--- src/rtl/pwm_pkg.sv ---
// Shared types and constants for the dead-time gate driver.
package pwm_pkg;

   typedef enum logic [1:0] {
      IDLE = 2'd0,
      DEAD = 2'd1,
      HI   = 2'd2,
      LO   = 2'd3
   } state_t;

   localparam int DT_WIDTH_DEF = 8;

endpackage

--- src/rtl/pwm_deadtime_if.sv ---
// Per-lane PWM/gate bundle between the gate driver and its phase engines.
interface pwm_deadtime_if #(
   parameter int W        = 1,
   parameter int DT_WIDTH = 8
);

   logic                ena;
   logic [DT_WIDTH-1:0] dt_cycles;
   logic [W-1:0]        pwm;
   logic [W-1:0]        gate_hi;
   logic [W-1:0]        gate_lo;

   modport master (
      output ena, dt_cycles, pwm,
      input  gate_hi, gate_lo
   );

   modport slave (
      input  ena, dt_cycles, pwm,
      output gate_hi, gate_lo
   );

endinterface

--- src/rtl/pwm_deadtime_phase.sv ---
// One phase: dead-time FSM, target bit and saturating down-counter.
module pwm_deadtime_phase
   import pwm_pkg::*;
#(
   parameter int DT_WIDTH = DT_WIDTH_DEF
) (
   input logic           clk,
   input logic           rst,
   pwm_deadtime_if.slave bus
);

   localparam logic [DT_WIDTH-1:0] ONE =
      {{(DT_WIDTH-1){1'b0}}, 1'b1};

   state_t              st, nxt;
   logic                tgt, tgt_n;
   logic [DT_WIDTH-1:0] cnt, cnt_n;
   logic                hi_q, lo_q;
   logic                p;

   assign p = bus.pwm[0];

   always_comb begin
      nxt   = st;
      tgt_n = tgt;
      cnt_n = cnt;
      if (!bus.ena) begin
         nxt = IDLE;
      end else begin
         unique case (st)
            IDLE: begin
               nxt   = DEAD;
               tgt_n = p;
               cnt_n = bus.dt_cycles;
            end
            DEAD: begin
               // A flip mid-interval restarts the full dead time.
               if (p != tgt) begin
                  tgt_n = p;
                  cnt_n = bus.dt_cycles;
               end else if (cnt <= ONE) begin
                  nxt   = tgt ? HI : LO;
                  cnt_n = '0;
               end else begin
                  cnt_n = cnt - ONE;
               end
            end
            HI: begin
               if (!p) begin
                  nxt   = DEAD;
                  tgt_n = 1'b0;
                  cnt_n = bus.dt_cycles;
               end
            end
            LO: begin
               if (p) begin
                  nxt   = DEAD;
                  tgt_n = 1'b1;
                  cnt_n = bus.dt_cycles;
               end
            end
            default: nxt = IDLE;
         endcase
      end
   end

   always_ff @(posedge clk or negedge rst) begin
      if (!rst) begin
         st   <= IDLE;
         tgt  <= 1'b0;
         cnt  <= '0;
         hi_q <= 1'b0;
         lo_q <= 1'b0;
      end else begin
         st   <= nxt;
         tgt  <= tgt_n;
         cnt  <= cnt_n;
         hi_q <= (nxt == HI);
         lo_q <= (nxt == LO);
      end
   end

   assign bus.gate_hi = hi_q;
   assign bus.gate_lo = lo_q;

endmodule

--- src/rtl/pwm_deadtime.sv ---
// Multi-phase dead-time gate driver; shoot-through checker under
// PWM_DEADTIME_FAULT_EN.
module pwm_deadtime
   import pwm_pkg::*;
#(
   parameter int PHASES   = 1,
   parameter int DT_WIDTH = DT_WIDTH_DEF
) (
   input  logic                clk,
   input  logic                rst,
   input  logic                ena,
   input  logic [DT_WIDTH-1:0] dt_cycles,
   input  logic [PHASES-1:0]   pwm_in,
   input  logic [PHASES-1:0]   pwm_n_in,
   input  logic                fault_clr,
   output logic [PHASES-1:0]   gate_hi,
   output logic [PHASES-1:0]   gate_lo,
   output logic                fault
);

   logic run;

`ifdef PWM_DEADTIME_FAULT_EN
   logic fault_q;
   logic overlap;

   assign overlap = |(pwm_in & pwm_n_in);

   // A new overlap beats a simultaneous clear.
   always_ff @(posedge clk or negedge rst) begin
      if (!rst) begin
         fault_q <= 1'b0;
      end else if (overlap) begin
         fault_q <= 1'b1;
      end else if (fault_clr) begin
         fault_q <= 1'b0;
      end
   end

   assign fault = fault_q;
   assign run   = ena & ~fault_q & ~overlap;
`else
   logic unused_in;

   assign unused_in = ^{pwm_n_in, fault_clr};
   assign fault     = 1'b0;
   assign run       = ena;
`endif

   for (genvar i = 0; i < PHASES; i++) begin : g_ph
      pwm_deadtime_if #(
         .W        (1),
         .DT_WIDTH (DT_WIDTH)
      ) ph ();

      assign ph.ena       = run;
      assign ph.dt_cycles = dt_cycles;
      assign ph.pwm       = pwm_in[i];
      assign gate_hi[i]   = ph.gate_hi[0];
      assign gate_lo[i]   = ph.gate_lo[0];

      pwm_deadtime_phase #(
         .DT_WIDTH (DT_WIDTH)
      ) u_ph (
         .clk (clk),
         .rst (rst),
         .bus (ph)
      );
   end

endmodule

--- config.mk ---
export PLATFORM = sky130hd
export DESIGN_NAME = pwm_deadtime
export DESIGN_NICKNAME = d
export VERILOG_FILES = /design/src/rtl/pwm_pkg.sv /design/src/rtl/pwm_deadtime_if.sv /design/src/rtl/pwm_deadtime_phase.sv /design/src/rtl/pwm_deadtime.sv
export SDC_FILE = /design/constraint.sdc
export NUM_CORES = 1
export LEC_CHECK = 0
export ABC_AREA = 0
export CAP_MARGIN = 15
export CORE_MARGIN = 2
export CORE_UTILIZATION = 52
export CTS_BUF_LIST = sky130_fd_sc_hd__clkbuf_4
export DETAILED_ROUTE_END_ITERATION = 8
export PLACE_DENSITY_LB_ADDON = 0.25
export SYNTH_ARGS = -nofsm -noshare
export SYNTH_HDL_FRONTEND = slang
export SYNTH_SLANG_ARGS = --single-unit
--- constraint.sdc ---
create_clock -name clk -period 2.2 [get_ports clk]
set_clock_uncertainty 0.2 [all_clocks]
set_input_delay 0.22 -clock clk [delete_from_list [all_inputs] [get_ports clk]]
set_output_delay 0.22 -clock clk [all_outputs]
set_load 0.005 [all_outputs]
==> run summary, run 1 <==
Fill cells - 118
Worst setup SP type - flop
setup_tns - 0 ps
initial antenna violation count - 0
Cells after Synth - 91
postcts setup bufs - 0
Worst Max-Slew Pin Slew - 595 ps
Inserted Clock Buffers - 3
gr usage total - 0.216
Multi-input gate area - 480 µm²
reg2reg path depth - 5
sequential power share - 0.435
unrepaired setup endpoints after global routing - no
VDD IR max - 0.488 mV
DRT Pass-1 Iters - 5
TritonCTS Sinks - 13
Max Clk Rate - 488 MHz
gr ovfl total - 0
DR vias/cell - 6.29
setup ws final - 151 ps
CTS clk-pin slew, worst paths - 80 ps
Synth Warn # - 0
FF+latch area - 325 µm²
Int Power - 0.000460 W
synthesis-to-layout area growth - 22.5%
final hold vios - 0
worst hold-check path type - primary input to async pin
Post-Syn Area - 866 µm²
hold_ws - 108 ps
Max-slew headroom - 0.602
Routed Antenna Nets - 0
DIE AREA - 2010 µm²
Avg Cell Area, Syn - 9.51 µm²
maximum level of the CTS H-tree - 1
synth unique cells - 42
number of global-route vias before repair - 723
clk_lat worst skew - 280 ps
P_leak - 0.453 nW
Clock Root Buffer - clkbuf_4
nets - 126
drt initial violations - 30
Clk pwr share - 0.242
wire per inst - 14.4 µm
FFs w/ async S/R, synth - 1.00
die width - 44.8 µm
Vias - 786
pre-CTS WS - 72.9 ps
Total Wirelength - 1800 µm
CTS tree - built
fin. max-slew vios - 0
Initial Utilization - 0.562
share of total power in combinational logic - 0.323
CTS resizes - 0
Worst Path Class, Setup - flop to flop
io pins - 17
Psw - 0.000222 W
row cnt - 14
P per Cell Area - 643 nW/µm²
Die Span Y - 44.8 µm
status - completed
worst endpoint data arrival time - 2020 ps
CP endpoint kind - flop
ratio of cells with drive above 1 in the final layout - 0.183
critical path required time - 2170 ps
DRC - 0
IO buf count - 13
Post-synth EDFFs - 0
endpoints failing setup - 0
Core Footprint - 1540 µm²
largest net degree at the start of global routing - 14
post-synthesis register bit count - 13
MaxCap Viol Count - 0
RD Place Congestion - 0.873
CP Max Fanout - 7
fin crit share - 0.931
number of buffers inserted by hold repair at cts - 0
sequential area share after synthesis - 0.376
first-pass GRT wire length - 3130 µm
Detailed Place HPWL - 1310 µm
worst-case clock buffer depth - 2
sw frac - 0.326
r2r setup slk - 150 ps
min Tclk post-route - 2050 ps
Main synth FF type - dfrtp_1
Antenna diodes - 0
syn_nets - 107
-- Yosys cell counts, types with 2 or more instances --
master,instances,share of area
nor3b_1,3,0.026
nor2_1,5,0.022
a211o_1,2,0.020
ha_1,2,0.029
nor3_1,3,0.017
o21ai_0,2,0.012
nor2b_1,4,0.029
inv_1,6,0.026
nand2_1,3,0.013
a221o_1,3,0.035
a21oi_1,4,0.023
o32ai_1,3,0.030
a31o_2,3,0.030
dfrtp_1,13,0.38
nand3_1,3,0.017
nor4_1,2,0.014
o31ai_1,3,0.026
buf_2,3,0.017
-- through the flow --
stage / total power [W] / std cells / util / instance area (µm²)
2_1_floorplan: 0.000446 / 91 / - / 866
3_3_place_gp: 0.000513 / 121 / 0.669 / 1030
3_5_place_dp: 0.000519 / 121 / 0.669 / 1030
4_1_cts: 0.000685 / 125 / 0.688 / 1060
5_1_grt: 0.000730 / 125 / 0.688 / 1060
6_report: 0.000682 / 125 / 0.688 / 1060
-- worst paths after layout --
path                                     start                  end
max                        g_ph[0].u_ph.cnt[3]  g_ph[0].u_ph.cnt[0]
max reg2reg                g_ph[0].u_ph.cnt[3]  g_ph[0].u_ph.cnt[0]
min in group clk           g_ph[0].u_ph.cnt[4]  g_ph[0].u_ph.cnt[4]
min                                        rst  g_ph[0].u_ph.cnt[3]
max in group asynchronous                  rst  g_ph[0].u_ph.cnt[1]
min reg2reg                g_ph[0].u_ph.cnt[4]  g_ph[0].u_ph.cnt[4]
-- layout by cell type, fill, tap and decap left out, types with 2 or more instances in the layout --
cell type	instances
ha_1	2
nor4_1	2
buf_4	7
o31ai_1	3
a21oi_1	4
a211o_1	2
nor2_1	5
a221o_1	3
nor3_1	3
clkdlybuf4s50_1	13
o21ai_0	2
dfrtp_1	13
clkbuf_4	4
nand3_1	3
a31o_2	3
nor3b_1	3
nor2b_1	4
nand2_1	3
inv_1	6
o32ai_1	3
-- power groups by stage --
stage	clock, W	combinational, W	sequential (W)
after floorplan	0	0.000149	0.000296
after global placement	0	0.000214	0.000298
after detailed placement	0	0.000219	0.000300
after CTS	0.000169	0.000219	0.000296
after global routing	0.000182	0.000247	0.000301
final	0.000165	0.000220	0.000296
-- critical path, cell delays in order (launching register included) --
cell,delay (ps)
dfrtp_1,440
or3_4,420
nor3_4,290
buf_4,220
nor3_2,50
a311o_1,310
-- layout make-up --
class | count | share of cell area
clock buffers | 4 | 0.0283
inverters | 6 | 0.0212
multi-input cells | 66 | 0.453
flip-flops and latches | 13 | 0.307
well taps | 16 | 0.0189
repair buffers | 20 | 0.172
-- state kept, by name (all words and copies together) (netlist names) --
| signal | flops |
|---|---|
| g_ph.u_ph.tgt | 1 |
| g_ph.u_ph.bus.gate_lo | 1 |
| g_ph.u_ph.cnt | 8 |
| g_ph.u_ph.st | 2 |
| g_ph.u_ph.bus.gate_hi | 1 |
-- layer usage --
metal / wire length, µm / global-route usage / up-vias
met2: 785 / 0.322 / 27
met3: 101 / 0.0240 / 5
li1: - / - / 383
met5: 0 / 0 / -
met4: 44 / 0.129 / 0
met1: 864 / 0.303 / 371
-- cells by family after synthesis --
logic type,Yosys count,synth area share
compound gates,29,0.266
xor+xnor,2,0.0202
fa+ha+maj,2,0.0289
buf+inv,12,0.0694
flops,13,0.376
other cells,1,0.00433
simple gates,32,0.236
Power figures use the tool's default switching activity.
==> run 2: changes to the inputs <==
--- a/config.mk
+++ b/config.mk
@@ -6,12 +6,15 @@
 export NUM_CORES = 1
 export LEC_CHECK = 0
 export ABC_AREA = 0
+export ABC_CLOCK_PERIOD_IN_PS = 2200
 export CAP_MARGIN = 15
 export CORE_MARGIN = 2
 export CORE_UTILIZATION = 52
 export CTS_BUF_LIST = sky130_fd_sc_hd__clkbuf_4
 export DETAILED_ROUTE_END_ITERATION = 8
 export PLACE_DENSITY_LB_ADDON = 0.25
+export SKIP_LAST_GASP = 1
+export SLEW_MARGIN = 20
 export SYNTH_ARGS = -nofsm -noshare
 export SYNTH_HDL_FRONTEND = slang
 export SYNTH_SLANG_ARGS = --single-unit
==> results of run 2 <==
Final layout, timing and power as in run 1 (identical DEF).
